--- src/rtl/cpu_instruction_dumper.sv ---
// Streams a range of 24-bit iRAM words out as bytes (LSB first) over a 4-phase uart_tx
// handshake, optionally followed by a terminator word, while holding the CPU paused.
module cpu_instruction_dumper #(
  parameter int unsigned ADDR_WIDTH      = 8,
  parameter bit          SEND_TERMINATOR = 1'b1,
  parameter logic [23:0] TERMINATOR      = 24'hFFFF00
) (
  input  logic                  clk,
  input  logic                  rst,
  input  logic                  dump_start,
  input  logic [ADDR_WIDTH-1:0] start_addr,
  input  logic [ADDR_WIDTH-1:0] word_count,
  output logic                  iRAM_read_enable,
  output logic [ADDR_WIDTH-1:0] extern_iRAM_addr,
  input  logic [23:0]           iRAM_data_out,
  input  logic                  data_ack,
  output logic [7:0]            tx_data,
  output logic                  tx_valid,
  input  logic                  tx_ack,
  output logic                  cpu_paused,
  output logic                  busy,
  output logic                  dump_done
);

  localparam logic [2:0] S_IDLE    = 3'd0;
  localparam logic [2:0] S_RD_REQ  = 3'd1;
  localparam logic [2:0] S_TX_SEND = 3'd2;
  localparam logic [2:0] S_TX_WAIT = 3'd3;
  localparam logic [2:0] S_DONE    = 3'd4;

  logic [2:0]            state, state_d;
  logic [23:0]           word_buf, word_buf_d;
  logic [1:0]            idx, idx_d;
  logic [ADDR_WIDTH-1:0] remaining, remaining_d;
  logic                  trailer_sent, trailer_sent_d;
  logic [ADDR_WIDTH-1:0] addr_d;
  logic                  rd_en_d, tx_valid_d, cpu_paused_d, busy_d, dump_done_d;
  logic [7:0]            tx_data_d;
  logic                  load_byte;

  // Next-state and next-output logic; every register has a hold default
  always_comb begin
    state_d        = state;
    word_buf_d     = word_buf;
    idx_d          = idx;
    remaining_d    = remaining;
    trailer_sent_d = trailer_sent;
    addr_d         = extern_iRAM_addr;
    rd_en_d        = iRAM_read_enable;
    tx_valid_d     = tx_valid;
    tx_data_d      = tx_data;
    cpu_paused_d   = cpu_paused;
    busy_d         = busy;
    load_byte      = 1'b0;

    case (state)
      S_IDLE: begin
        if (dump_start) begin
          busy_d         = 1'b1;
          cpu_paused_d   = 1'b1;
          addr_d         = start_addr;
          remaining_d    = word_count;
          trailer_sent_d = 1'b0;
          idx_d          = 2'd0;
          if (word_count != '0) begin
            state_d = S_RD_REQ;
            rd_en_d = 1'b1;
          end else if (SEND_TERMINATOR) begin
            state_d        = S_TX_SEND;
            word_buf_d     = TERMINATOR;
            trailer_sent_d = 1'b1;
            load_byte      = 1'b1;
          end else begin
            state_d = S_DONE;
          end
        end
      end
      S_RD_REQ: begin
        if (data_ack) begin
          word_buf_d  = iRAM_data_out;
          rd_en_d     = 1'b0;
          idx_d       = 2'd0;
          remaining_d = remaining - ADDR_WIDTH'(1);
          state_d     = S_TX_SEND;
          load_byte   = 1'b1;
        end
      end
      S_TX_SEND: begin
        if (tx_ack) begin
          tx_valid_d = 1'b0;
          state_d    = S_TX_WAIT;
        end
      end
      S_TX_WAIT: begin
        // Next byte is only offered once the receiver has dropped its ack
        if (!tx_ack) begin
          if (idx != 2'd2) begin
            idx_d     = idx + 2'd1;
            state_d   = S_TX_SEND;
            load_byte = 1'b1;
          end else if (remaining != '0) begin
            addr_d  = extern_iRAM_addr + ADDR_WIDTH'(1);
            rd_en_d = 1'b1;
            state_d = S_RD_REQ;
          end else if (SEND_TERMINATOR && !trailer_sent) begin
            word_buf_d     = TERMINATOR;
            idx_d          = 2'd0;
            trailer_sent_d = 1'b1;
            state_d        = S_TX_SEND;
            load_byte      = 1'b1;
          end else begin
            state_d = S_DONE;
          end
        end
      end
      S_DONE: begin
        state_d      = S_IDLE;
        busy_d       = 1'b0;
        cpu_paused_d = 1'b0;
      end
      default: state_d = S_IDLE;
    endcase

    dump_done_d = (state_d == S_DONE);

    if (load_byte) begin
      tx_valid_d = 1'b1;
      case (idx_d)
        2'd0:    tx_data_d = word_buf_d[7:0];
        2'd1:    tx_data_d = word_buf_d[15:8];
        default: tx_data_d = word_buf_d[23:16];
      endcase
    end
  end

  always_ff @(posedge clk or posedge rst) begin
    if (rst) begin
      state            <= S_IDLE;
      word_buf         <= '0;
      idx              <= '0;
      remaining        <= '0;
      trailer_sent     <= 1'b0;
      extern_iRAM_addr <= '0;
      iRAM_read_enable <= 1'b0;
      tx_valid         <= 1'b0;
      tx_data          <= '0;
      cpu_paused       <= 1'b0;
      busy             <= 1'b0;
      dump_done        <= 1'b0;
    end else begin
      state            <= state_d;
      word_buf         <= word_buf_d;
      idx              <= idx_d;
      remaining        <= remaining_d;
      trailer_sent     <= trailer_sent_d;
      extern_iRAM_addr <= addr_d;
      iRAM_read_enable <= rd_en_d;
      tx_valid         <= tx_valid_d;
      tx_data          <= tx_data_d;
      cpu_paused       <= cpu_paused_d;
      busy             <= busy_d;
      dump_done        <= dump_done_d;
    end
  end

endmodule

--- config.mk ---
export PLATFORM = sky130hd
export DESIGN_NAME = cpu_instruction_dumper
export DESIGN_NICKNAME = d
export VERILOG_FILES = /design/src/rtl/cpu_instruction_dumper.sv
export SDC_FILE = /design/constraint.sdc
export NUM_CORES = 1
export LEC_CHECK = 0
export CAP_MARGIN = 0
export CELL_PAD_IN_SITES_DETAIL_PLACEMENT = 0
export CELL_PAD_IN_SITES_GLOBAL_PLACEMENT = 1
export CORE_UTILIZATION = 36
export CTS_CLUSTER_SIZE = 30
export DETAILED_ROUTE_END_ITERATION = 10
export PLACE_DENSITY = 0.86
export SYNTH_ARGS = -nofsm -noshare
export SYNTH_HDL_FRONTEND = slang
export SYNTH_SLANG_ARGS = --single-unit
--- constraint.sdc ---
create_clock -name clk -period 1.85 [get_ports clk]
set_input_delay 0.2775 -clock clk [delete_from_list [all_inputs] [get_ports clk]]
set_output_delay 0.2775 -clock clk [all_outputs]
set_load 0.01 [all_outputs]
# Word level (Yosys, flattened, before mapping)

Index checks and enable logic that the tools add are counted.

Bits in registers: 58
Bits of input ports: 45
Output and inout port bits: 21
Logic and storage cells: 102

Add/sub/neg operators: 3
Eq/ne operators: 14
Multiplexer cells: 58
Reduce and logical (&&, ||, !) cells: 16

Operator list:

| operator              | count |
|---|---|
| $mux W24              | 7 |
| $pmux W24 S3          | 1 |
| $mux W8               | 6 |
| $pmux W8 S2           | 3 |
| $mux W1               | 21 |
| $mux W3               | 7 |
| $ne A2 B2 Y1 const B  | 8 |
| $reduce_bool A8 Y1    | 2 |
| $mux W2               | 7 |
| $pmux W3 S4           | 1 |
| $reduce_and A5 Y1     | 2 |
| $reduce_bool A2 Y1    | 5 |
| $add A8 B1 Y8 const B | 1 |
| $sub A8 B1 Y8 const B | 1 |
| $reduce_and A7 Y1     | 1 |
| $eq A3 B2 Y1 const B  | 2 |
| $eq A3 B3 Y1 const B  | 2 |
| $pmux W1 S3           | 2 |
| $pmux W2 S3           | 1 |
| $pmux W1 S2           | 2 |
| $reduce_and A2 Y1     | 2 |
| $eq A3 B1 Y1 const B  | 1 |
| $logic_not A3 Y1      | 1 |
| $reduce_and A3 Y1     | 1 |
| 4 further kinds       | 4 |

# Logic depth before layout (Yosys ltp)

Word-level depth: 7
Gate-level depth with buffers: 8
Mapped depth without buffers: 7

# Least setup slack after synthesis

Ideal clock, no wire load.

Path type: register to register
Start point: register remaining[0]
End point: register extern_iRAM_addr[5]
Library setup time: 0.121 ns
Data arrival time: 1.764 ns
Path slack: -0.035 ns
Cell stages (with the launch flop): 8
Buffers on the path: 0
Cell sequence: dfrtp_1 inv_1 ha_1 or4b_4 nor4_4 o21a_2 a21oi_1 o22a_1

Cells in the longest elaborated chain, start to end: 3

RTL lines:

| element                            | RTL line | text |
|---|---|---|
| from (decl)                        | 34       | `logic [ADDR_WIDTH-1:0] remaining, remaining_d;` |
| from (signal assigned)             | 154      | `remaining <= remaining_d;` |
| $reduce_bool A8 Y1                 | 101      | `end else if (remaining != '0) begin` |
| $ne A2 B2 Y1 (no source line)      | -        |  |
| $reduce_and A5 Y1 (no source line) | -        |  |
| to (signal assigned)               | 156      | `extern_iRAM_addr <= addr_d;` |
| to (decl)                          | 14       | `output logic [ADDR_WIDTH-1:0] extern_iRAM_addr,` |

No other way between the ends.
A chain may end at the register's enable or synchronous reset.

# Final worst setup path

Ends and elaborated chain as after synthesis.

==> metrics.md <==
| Metric | Value |
|---|---|
| Status | `complete, but fails checks` |
| Failing checks | `negative setup slack` |
| Synthesis Warnings | `0` |
| Worst setup EP type | `flop` |
| Drt wl/cell | `16.33 um` |
| Largest net degree at the start of global routing | `just under 60` |
| Synth Instances | `316` |
| Layout fillers | `around 740` |
| WL final | `approximately 9200 um` |
| FFs w/ async S/R, synth | `100.0%` |
| RSZ-0062 raised after global routing | `yes` |
| Max Root-Sink Buffers | `2` |
| I/O pins | `66` |
| GRT Resource Usage Total | `between 20% and 30%` |
| Type of origin of the critical path | `flop` |
| Syn-to-layout area delta | `56.65%` |
| CTS tree | `built` |
| Synth top area cells | `dfrtp_1, o22a_1, o21a_1` |
| Synth cell count leaders | `dfrtp_1, nor2_1, o21ai_0` |
| Share of the synthesized area in the top cell type | `between 40% and 50%` |
| Port bufs | `65` |
| Pwr dens | `1673 nW/um^2` |
| Reg clk slew, reported paths | `~80 ps` |
| Leak | `2.030 nW` |
| Vias in the first global route | `between 2000 and 3000` |
| CP required | `2080 ps` |
| Final period util | `105.6%` |
| Fmax | `between 0.5 and 0.6 GHz` |
| First-pass GRT wire length | `between 10000 and 15000 um` |
| Most numerous cell in the Yosys netlist | `dfrtp_1` |
| Syn_nets | `between 300 and 400` |
| DRC | `0` |
| Via Count | `3106` |
| Yosys cell types | `58` |
| DRT iter0 DRCs | `about 200` |
| Initial antenna violation count | `0` |
| Num CTS Buffers | `9` |
| Worst-Margin Slew | `466.0 ps` |
| Setup CP Type | `reg2reg` |
| CTS sink cnt | `58` |
| DRT antenna net count | `0` |
| Die footprint | `9264 sq um` |
| Std cell rows | `34` |
| Maximum fanout along the worst path | `7` |
| Hold Path Class | `in2async` |
| Worst path cell trace | `inv_2, ha_4, or4b_4, nor4_4, o21a_2, a21oi_1, o22a_1` |
| Core area | `8678 sq um` |
| R2R Setup Slk | `-100 ps` |
| DRT Pass-1 Iters | `4` |
| Max H-tree Level | `3` |
| Final setup viols | `18` |
| Layout Nets | `just under 500` |
| Placed Area | `approximately 4400 sq um` |
| CTS root buf | `clkbuf_8` |
| Diodes inserted | `0` |
| Max cap viols | `0` |
| Final worst path period need | `1953 ps` |
| Clock skew | `between 10 and 15 ps` |
| VDD IR-drop max | `roughly 650 uV` |
| Crit-path max cell delay | `480 ps` |
| Hold Fails Final Rpt | `0` |
| Placer congestion estimate | `0.8392` |
| Count of pins over their slew limit | `0` |
| Area leader, netlist | `dfrtp_1` |
| Relative slew slack | `between 60 and 70%` |
| Starting Density | `between 30% and 40%` |
| Hpwl dp | `between 6000 and 7000 um` |
| Post-Syn Area | `between 3000 and 4000 sq um` |
| Post-Place Cells | `between 500 and 600` |
| Layout cells sized above 1 | `between 30% and 40%` |
| Synth Register Bits | `58` |
| Setup TNS | `-1110 ps` |
| Number of synthesized flops with an enable pin | `0` |
| Setup ws final | `-102.9 ps` |
| Non-filler instance count after layout | `561` |
| Height of the die | `between 90 and 100 um` |
| Avg Inst Size Synth | `10.12 sq um` |
| Ys flop type | `dfrtp_1` |
| Critical-path top delay cell | `or4b_4` |
| Critical path arrival | `~2200 ps` |
| Die W | `around 96 um` |
| Routed vias/inst | `around 5.5` |
| Post-route cell area | `roughly 5000 sq um` |
| Grt ovf | `0` |
| Sequential area share after synthesis | `between 40 and 50%` |
| Skew-Pair Late Insertion Delay | `about 340 ps` |
-- per-layer routing --
layer,part of all wire (%),track usage [%],vias up
li1,-,-,1493
met1,45,29.08,1536
met2,49,33.27,66
met3,4.1,3.239,11
met4,1.4,7.587,0
met5,0,0,-
-- cell usage in the layout, fill, tap and decap left out, types with 9 or more instances in the layout --
cell type,n
clkbuf_8,9
o21a_1,14
o21ai_0,16
nor2_1,27
buf_6,9
a21oi_1,17
o211ai_1,9
dfrtp_1,56
nand2_1,17
o22a_1,15
clkdlybuf4s50_1,65
buf_4,59
-- registers in the layout, indices dropped and copies added (netlist names) --
signal            cells
busy                  1
dump_done             1
extern_iRAM_addr      8
iRAM_read_enable      1
idx                   2
remaining             8
state                 3
trailer_sent          1
tx_data               8
tx_valid              1
word_buf             24
-- area by class of cell --
cell class              instances  area [sq um]  share of cell area (%)
clock buffers                   9         123.9                   2.473
clock inverters                 7         102.6                   2.048
inverters                       7         26.28                  0.5245
multi-input cells             233          1846                   36.84
flip-flops and latches         58          1454                   29.02
well taps                     108         135.1                   2.697
repair buffers                139          1323                   26.40
-- cell families (layout without fill, tap and decap cells) --
| group | count (synthesis) | in the layout | share of synthesized area (%) |
|---|---|---|---|
| AOI/OAI and AO/OA | 128 | 129 | 29.77 |
| and+or+nand+nor | 98 | 99 | 18.23 |
| DFF | 58 | 58 | 45.38 |
| buffers and inverters | 27 | 162 | 4.890 |
| muxes | 3 | 3 | 0.9390 |
| adders and majority gates | 2 | 2 | 0.7823 |
-- final timing paths --
| check | startpoint | end | cells past startpoint |
|---|---|---|---|
| max | remaining[0] | extern_iRAM_addr[5] | 7 |
| min | rst | remaining[1] | 3 |
| max reg2reg | remaining[0] | extern_iRAM_addr[5] | 7 |
| min reg2reg | tx_valid | tx_valid | 1 |
| max in group asynchronous | rst | state[2] | 3 |
| min in group clk | tx_valid | tx_valid | 1 |
-- worst max-delay path: cells and delay by family, from the launching register on --
kind	cells	cell delay (ps)
simple gates	2	710
compound gates	3	500
flops	1	400
fa+ha+maj	1	150
buf+inv	1	90
-- power by group --
| group | switching, mW | leakage [nW] | internal, mW |
|---|---|---|---|
| logic | 2.25 | 1.22 | 2.45 |
| clock network | 0.567 | 0.110 | 0.769 |
| registers | 0.494 | 0.698 | 1.86 |
| total | 3.31 | 2.03 | 5.08 |
-- through the flow --
step / hold slack (ps) / utilization (%) / power (mW) / worst slack, ps
2_1_floorplan: 427.6 / - / 4.656 / -35.17
3_3_place_gp: 467.0 / 50.66 / 6.157 / -396.4
3_5_place_dp: 469.4 / 50.66 / 6.291 / -446.5
4_1_cts: 320.6 / 56.52 / 8.131 / -153.4
5_1_grt: 329.0 / 57.73 / 8.958 / -211.9
6_report: 309.1 / 57.73 / 8.383 / -102.9
-- repair_timing --
item	4_1_cts	5_1_grt
gates resized for setup	47	21
cloned	3	0
pin swaps	30	21
endpoints found under the setup margin	30	24
hold buffers	0	0
buffers inserted	6	4
No activity file was read; power rests on OpenSTA's default activity.
